===== src/rtl/pc_sequencer_pkg.sv =====
// rtl/pc_sequencer_pkg.sv - shared CPU definitions for the next-PC sequencer
// Privilege state encoding and the architectural boot/interrupt vectors.
package pc_sequencer_pkg;

   typedef enum logic [1:0] {
      USER   = 2'd0,
      KERNEL = 2'd1,
      HOLD   = 2'd2
   } state_t;

   localparam logic [31:0] RESET_VEC   = 32'h0040_0000;
   localparam logic [31:0] HANDLER_VEC = 32'h8000_0004;

endpackage


===== src/rtl/pc_sequencer.sv =====
// rtl/pc_sequencer.sv - next-PC selection, pipeline hold/flush and interrupt entry/return
// Combinational redirect mux; FSM, pending latch, EPC and holdoff counter are registered.
module pc_sequencer #(
   parameter logic [31:0] RESET_VEC   = pc_sequencer_pkg::RESET_VEC,
   parameter logic [31:0] HANDLER_VEC = pc_sequencer_pkg::HANDLER_VEC,
   parameter int unsigned HOLDOFF     = 2
) (
   input  logic        clk,
   input  logic        rst,
   input  logic [31:0] PC,
   input  logic [31:0] PC4,
   input  logic        Stall_Req,
   input  logic        Br_Taken_EX,
   input  logic [31:0] Br_Target_EX,
   input  logic        Jump_ID,
   input  logic [31:0] Jump_Target_ID,
   input  logic        Eret_ID,
   input  logic        Irq,
   output logic [31:0] PC_Next,
   output logic        Keep,
   output logic        Flush_IF_ID,
   output logic        Flush_ID_EX,
   output logic [31:0] EPC,
   output logic        Kernel
);
   import pc_sequencer_pkg::*;

   localparam int unsigned CW = (HOLDOFF > 1) ? $clog2(HOLDOFF) : 1;
   localparam logic [CW-1:0] HOLD_LOAD = CW'(HOLDOFF - 1);

   state_t        r_state;
   logic          r_pending;
   logic [31:0]   r_epc;
   logic          r_kernel;
   logic [CW-1:0] r_cnt;

   logic w_accept;
   logic w_id_ok;
   logic w_eret;
   logic w_jump;

   // An accepted interrupt steals the cycle from any ID-stage redirect.
   assign w_accept = r_pending && (r_state == USER) && !Stall_Req && !Br_Taken_EX;
   assign w_id_ok  = !Stall_Req && !Br_Taken_EX && !w_accept;
   assign w_eret   = Eret_ID && w_id_ok;
   assign w_jump   = Jump_ID && w_id_ok && !Eret_ID;

   always_comb begin
      PC_Next     = PC4;
      Keep        = 1'b0;
      Flush_IF_ID = 1'b0;
      Flush_ID_EX = 1'b0;
      if (rst) begin
         PC_Next     = RESET_VEC;
         Flush_IF_ID = 1'b1;
         Flush_ID_EX = 1'b1;
      end else if (Br_Taken_EX) begin
         PC_Next     = Br_Target_EX;
         Flush_IF_ID = 1'b1;
         Flush_ID_EX = 1'b1;
      end else if (w_accept) begin
         PC_Next     = HANDLER_VEC;
         Flush_IF_ID = 1'b1;
      end else if (w_eret) begin
         PC_Next     = r_epc;
         Flush_IF_ID = 1'b1;
      end else if (w_jump) begin
         PC_Next     = Jump_Target_ID;
         Flush_IF_ID = 1'b1;
      end else if (Stall_Req) begin
         Keep        = 1'b1;
         Flush_ID_EX = 1'b1;
      end
   end

   always_ff @(posedge clk or posedge rst) begin
      if (rst) begin
         r_state   <= USER;
         r_pending <= 1'b0;
         r_epc     <= '0;
         r_kernel  <= 1'b0;
         r_cnt     <= '0;
      end else begin
         r_pending <= w_accept ? 1'b0 : (r_pending | Irq);
         // A jump sitting in ID completes, so the handler returns to its target.
         if (w_accept)
            r_epc <= Jump_ID ? Jump_Target_ID : PC;
         case (r_state)
            USER: begin
               if (w_accept) begin
                  r_state  <= KERNEL;
                  r_kernel <= 1'b1;
               end
            end
            KERNEL: begin
               if (w_eret) begin
                  r_state  <= HOLD;
                  r_kernel <= 1'b0;
                  r_cnt    <= HOLD_LOAD;
               end
            end
            HOLD: begin
               if (r_cnt == '0)
                  r_state <= USER;
               else
                  r_cnt <= r_cnt - CW'(1);
            end
            default: begin
               r_state  <= USER;
               r_kernel <= 1'b0;
            end
         endcase
      end
   end

   assign EPC    = r_epc;
   assign Kernel = r_kernel;

endmodule


===== config.mk =====
export PLATFORM = sky130hd
export DESIGN_NAME = pc_sequencer
export DESIGN_NICKNAME = d
export VERILOG_FILES = /design/src/rtl/pc_sequencer_pkg.sv /design/src/rtl/pc_sequencer.sv
export SDC_FILE = /design/constraint.sdc
export NUM_CORES = 1
export LEC_CHECK = 0
export ABC_AREA = 0
export ABC_CLOCK_PERIOD_IN_PS = 4800
export CELL_PAD_IN_SITES_DETAIL_PLACEMENT = 0
export CELL_PAD_IN_SITES_GLOBAL_PLACEMENT = 1
export CORE_MARGIN = 10
export CORE_UTILIZATION = 27
export CTS_CLUSTER_DIAMETER = 30
export DETAILED_ROUTE_END_ITERATION = 6
export PLACE_DENSITY_LB_ADDON = 0.1
export SYNTH_ARGS = -nofsm -noshare
export SYNTH_HDL_FRONTEND = slang
export SYNTH_SLANG_ARGS = --single-unit

===== constraint.sdc =====
create_clock -name clk -period 4.8 [get_ports clk]
set_input_delay 1.44 -clock clk [delete_from_list [all_inputs] [get_ports clk]]
set_output_delay 1.44 -clock clk [all_outputs]
set_load 0.01 [all_outputs]

# After elaboration in Yosys (flattened, before gate mapping)
# Cells that the tools add are included.
# totals
register_bits,37
latchBits,0
ram_bits,0
romBits,0
input_bits,135
out_inout_bits,68
wordCells,60
mem_count,0
# op_classes
addsub,1
multipliers,0
div,0
order_cmp,0
n_eq_ne,5
shifts,0
muxes,30
bitwise_logic,2
reduce_logical,17
# op_table
cell,n
32-bit two-way mux,6
1-bit two-way mux,18
1-bit logical AND,8
2-bit two-way mux,3
2-bit != test (second input constant),3
2-bit one-hot mux with 3 select lines,1
3-bit AND reduction,2
1-bit logical NOT,4
1-bit one-hot mux with 3 select lines,1
2-bit by 1-bit equality test with 1-bit output (second input constant),1
2-bit equality test (second input constant),1
2-bit logical NOT,1
1-bit one-hot mux with 2 select lines,1
2-bit AND reduction,1
2-bit nonzero test,1
1-bit NOT,1
1-bit OR,1
1-bit subtractor (second input constant),1

# Logic depth before layout (Yosys ltp)
# depth
depth_word,13
depth_mapped,6
ltp_nobuf,3

# Worst setup path after synthesis
# No wires, ideal clock.
# synth_timing
kind,input -> output
startpoint,in Jump_ID
endpoint,out PC_Next[10]
arrival_ps,2621
required_time_ps,3360
path_slack_ps,739
cell_stages,6
n_path_buf,3
cell_sequence,buf_2 or2_2 clkbuf_1 clkbuf_1 a31oi_1 o31ai_1
# synth_between
elab_chain_len,7
# synth_lines
item,line_no,source
from (decl),pc_sequencer.sv:15,"input logic Jump_ID,"
1-bit logical AND (2 in a row),pc_sequencer.sv:46,assign w_jump = Jump_ID && w_id_ok && !Eret_ID;
32-bit two-way mux,pc_sequencer.sv:67,end else if (w_jump) begin
32-bit two-way mux,pc_sequencer.sv:64,end else if (w_eret) begin
32-bit two-way mux,pc_sequencer.sv:61,end else if (w_accept) begin
32-bit two-way mux,pc_sequencer.sv:57,end else if (Br_Taken_EX) begin
32-bit two-way mux,pc_sequencer.sv:53,if (rst) begin
to (decl),pc_sequencer.sv:19,"output logic [31:0] PC_Next,"
# Every way passes these cells.

# Worst setup path in the final report
# layout_timing
startpoint,in Stall_Req
endpoint,out PC_Next[20]
# layout_between
elab_chain_len,12
elab_cells_between_ends,14
classes_between,mux: 5; reduce/logical: 9
# layout_lines
item,line_no,source
from (decl),pc_sequencer.sv:12,"input logic Stall_Req,"
1-bit logical NOT *,"pc_sequencer.sv:43, pc_sequencer.sv:44",
1-bit logical AND (2 in a row),pc_sequencer.sv:43,assign w_accept = r_pending && (r_state == USER) && !Stall_Req && !Br_Taken_EX;
1-bit logical NOT,pc_sequencer.sv:44,assign w_id_ok = !Stall_Req && !Br_Taken_EX && !w_accept;
1-bit logical AND,pc_sequencer.sv:44,
1-bit logical AND (2 in a row),pc_sequencer.sv:46,
32-bit two-way mux,pc_sequencer.sv:67,
32-bit two-way mux,pc_sequencer.sv:64,
32-bit two-way mux *,pc_sequencer.sv:61,
32-bit two-way mux *,pc_sequencer.sv:57,
32-bit two-way mux *,pc_sequencer.sv:53,
# Every way passes the cells marked *; elsewhere a longest branch is shown, timed or not.

==> summary.md <==
| Metric | Value |
|---|---|
| DR pass1 iterations | 5 |
| Row cnt | 38 |
| # setup viols final | 0 |
| Crit-path max FO | 7 |
| Synth Instances | 382 |
| Clock-pin slew on the worst setup and hold paths | 60 ps |
| R2r setup slk | 2320 ps |
| Placed cell area | 0.00547 mm2 |
| I/O pin total | 203 |
| Reg power frac | 26.1% |
| Final hold violations | 0 |
| Worst hold path class | reg -> reg |
| WP data required | 3360 ps |
| Comb pwr share | 55.1% |
| Largest family of logic cells by synthesized area | compound AO/OA/AOI/OAI gates |
| First-pass GRT wire length | 23.9 mm |
| Final non-filler cell area | 0.00568 mm2 |
| Max Clk Rate | 216 MHz |
| Synth cell count leaders | a21oi_1, dfrtp_1, nand2_1 |
| Total track usage | 18.1% |
| Vias/cell | 5.38 |
| Distinct cells, synth | 36 |
| Die area | 0.0161 mm2 |
| Initial antenna violation count | 0 |
| Syn-to-layout area delta | 84.7% |
| Layout cell share with drive strength beyond 1 | 12.9% |
| Layout Utilization | 51.7% |
| Starting DRT DRC Count | 183 |
| Cell with the most instances after synthesis | a21oi_1 |
| Slew Limit Fails | 0 |
| Seq/Total Area, Yosys | 30.1% |
| Complex-gate fraction of the synthesized area | 34.9% |
| Total clock sinks | 37 |
| Largest net degree at the start of global routing | 93 |
| RSZ-0062 raised after global routing | false |
| CP startpoint kind | input port |
| Die X | 127 um |
| Internal Power | 1.35 mW |
| Sw Share | 40.5% |
| Yosys top cell area share | 30.1% |
| CTS buffer count | 5 |
| Post-cts hold buffer count | 0 |
| CP Class | in -> out |
| Post-Route WL | 15.4 mm |
| Xor and xnor area share after synthesis | 0% |
| Post-synthesis simple-gate area fraction | 16.3% |
| Drc violations | 0 |
| Max incr delay on CP | 630 ps |
| Crit-path most repeated cell | dlygate4sd2_1 |
| Final worst-path cycle share | 96.5% |
| Mapped Area | 0.00308 mm2 |
| TritonCTS clock tree | yes |
| DP HPWL | 12.1 mm |
| Mean Syn Cell Area | 8.05 um2 |
| Mapped Nets | 517 |
| Synth top area cells | dfrtp_1, a21oi_1, mux2i_1, o31ai_1, a31oi_1 |
| Post-synth EDFFs | 0 |
| Power per cell area | 400 mW/mm2 |
| Leading area contributor after synthesis | dfrtp_1 |
| Crit-path cells | dlygate4sd2_1 > or4b_4 > buf_4 > nor3_1 > o31ai_1 > dlygate4sd2_1 |
| # fillers | 1091 |
| Synthesis Warnings | 0 |
| Worst VDD drop | 0.432 mV |
| Max_slew headroom | 40.6% |
| Fraction of registers with async set or reset after synthesis | 100% |
| Main flop type after synthesis | dfrtp_1 |
| Setup Fix Bufs, Post-CTS | 0 |
| Vias in the first global route | 4108 |
| Mux contribution to synthesized area | 10.4% |
| Synth Area in Adders | 0% |
| Clk network pwr share | 18.7% |
| Routed len/inst | 21.1 um |
| Inserted Diodes | 0 |
| CORE AREA | 0.0110 mm2 |
| H-tree levels | 2 |
| DR vias | 3927 |
| Sw power | 0.922 mW |
| Skew-Pair Late Insertion Delay | 280 ps |
| Clock buffer depth | 2 |
| Critical Path End Type | output pin |
| Starting Density | 28.0% |
| Congestion Overflow GR | 0 |
| Slew @ Worst Pin | 889 ps |
| Die Y | 127 um |
| Nets | 724 |
| Post-synthesis register bit count | 37 |
| Tmin final | 4630 ps |
| Crit path arrival time | 3190 ps |
| RD Place Congestion | 0.833 |
| Clk root buf | clkbuf_16 |
| Post-route ant nets | 0 |
| Leakage | 2.35 nW |
| Slowest-stage cell, CP | or4b_4 |
| Status | completed |
| Fin Clk Skew | 10.1 ps |
| Max_cap viols | 0 |
| PortBufs | 202 |
## per-layer routing
metal / wire [um] / track usage, %
met1: 6780 / 22.8
met2: 7430 / 30.2
met3: 1110 / 5.29
met4: 112 / 2.95
met5: 0 / 0
## critical path: cells and delay by family
kind | cells | cell delay, ps
AOI/OAI and AO/OA | 1 | 110
buffers and inverters | 3 | 820
and+or+nand+nor | 2 | 820
## stage by stage
step | std cells | setup TNS (ps) | power (mW) | setup WS [ps] | hold WS (ps)
after floorplan | 382 | 0 | 1.17 | 739 | 482
after global placement | 722 | -5520 | 1.86 | -212 | 504
after detailed placement | 722 | -6730 | 1.88 | -281 | 517
after CTS | 730 | -525 | 2.30 | -176 | 529
after global routing | 730 | 0 | 2.43 | 118 | 566
final | 730 | 0 | 2.27 | 167 | 525
## area by class of cell
class	instances	area [um2]	share of cell area [%]
Tap cell	140	175	3.08
Sequential cell	37	926	16.3
Inverter	5	18.8	0.330
Clock inverter	3	65.1	1.15
Clock buffer	5	125	2.20
Multi-Input combinational cell	290	1950	34.3
Timing Repair Buffer	250	2420	42.6
## power groups by stage
stage	registers, mW	logic, mW	clock network (mW)
final	0.595	1.25	0.426
after global placement	0.591	1.27	0
after detailed placement	0.595	1.28	0
after global routing	0.621	1.36	0.447
after CTS	0.594	1.27	0.439
after floorplan	0.632	0.536	0
## cells in the final DEF, fill, tap and decap left out, types with 2 or more instances in the layout
cell / n
o311ai_1: 14
nand2_1: 34
dfrtp_1: 37
o311ai_0: 11
buf_12: 5
nand3b_1: 5
nor3b_2: 3
o31ai_1: 30
nor3_2: 2
a21oi_1: 66
buf_4: 41
dlygate4sd2_1: 29
a31oi_1: 32
or4b_4: 2
o311a_1: 2
o21ai_0: 4
o311ai_2: 3
nor2_1: 3
nand2b_1: 3
clkdlybuf4s50_1: 166
clkbuf_16: 5
nor3_1: 26
dlymetal6s2s_1: 5
mux2i_1: 32
inv_1: 4
bufinv_16: 2
## state kept, by name, summed over array words and instances, names as in the netlist
name	count
EPC	32
r_state	2
Kernel	1
r_cnt	1
r_pending	1
## final timing paths
check	start	end	cells past startpoint
worst min-delay path	r_cnt	r_cnt	2
worst min register to register	r_cnt	r_cnt	2
max in group asynchronous	rst	EPC[20]	4
worst max-delay path	Stall_Req	PC_Next[20]	6
min in group asynchronous	rst	EPC[0]	4
worst max register to register	r_state[0]	EPC[24]	5
## timing repair
item                       4_1_cts  5_1_grt
pin swaps                        0        1
setup endpoints to repair       33       30
gates resized for setup         37       16
## cell families (layout without fill, tap and decap cells)
| group | Yosys count | after routing |
|---|---|---|
| and+or+nand+nor | 92 | 92 |
| DFF | 37 | 37 |
| buffers and inverters | 55 | 263 |
| muxes | 32 | 32 |
| AOI/OAI and AO/OA | 166 | 166 |
Power figures use the tool's default switching activity.
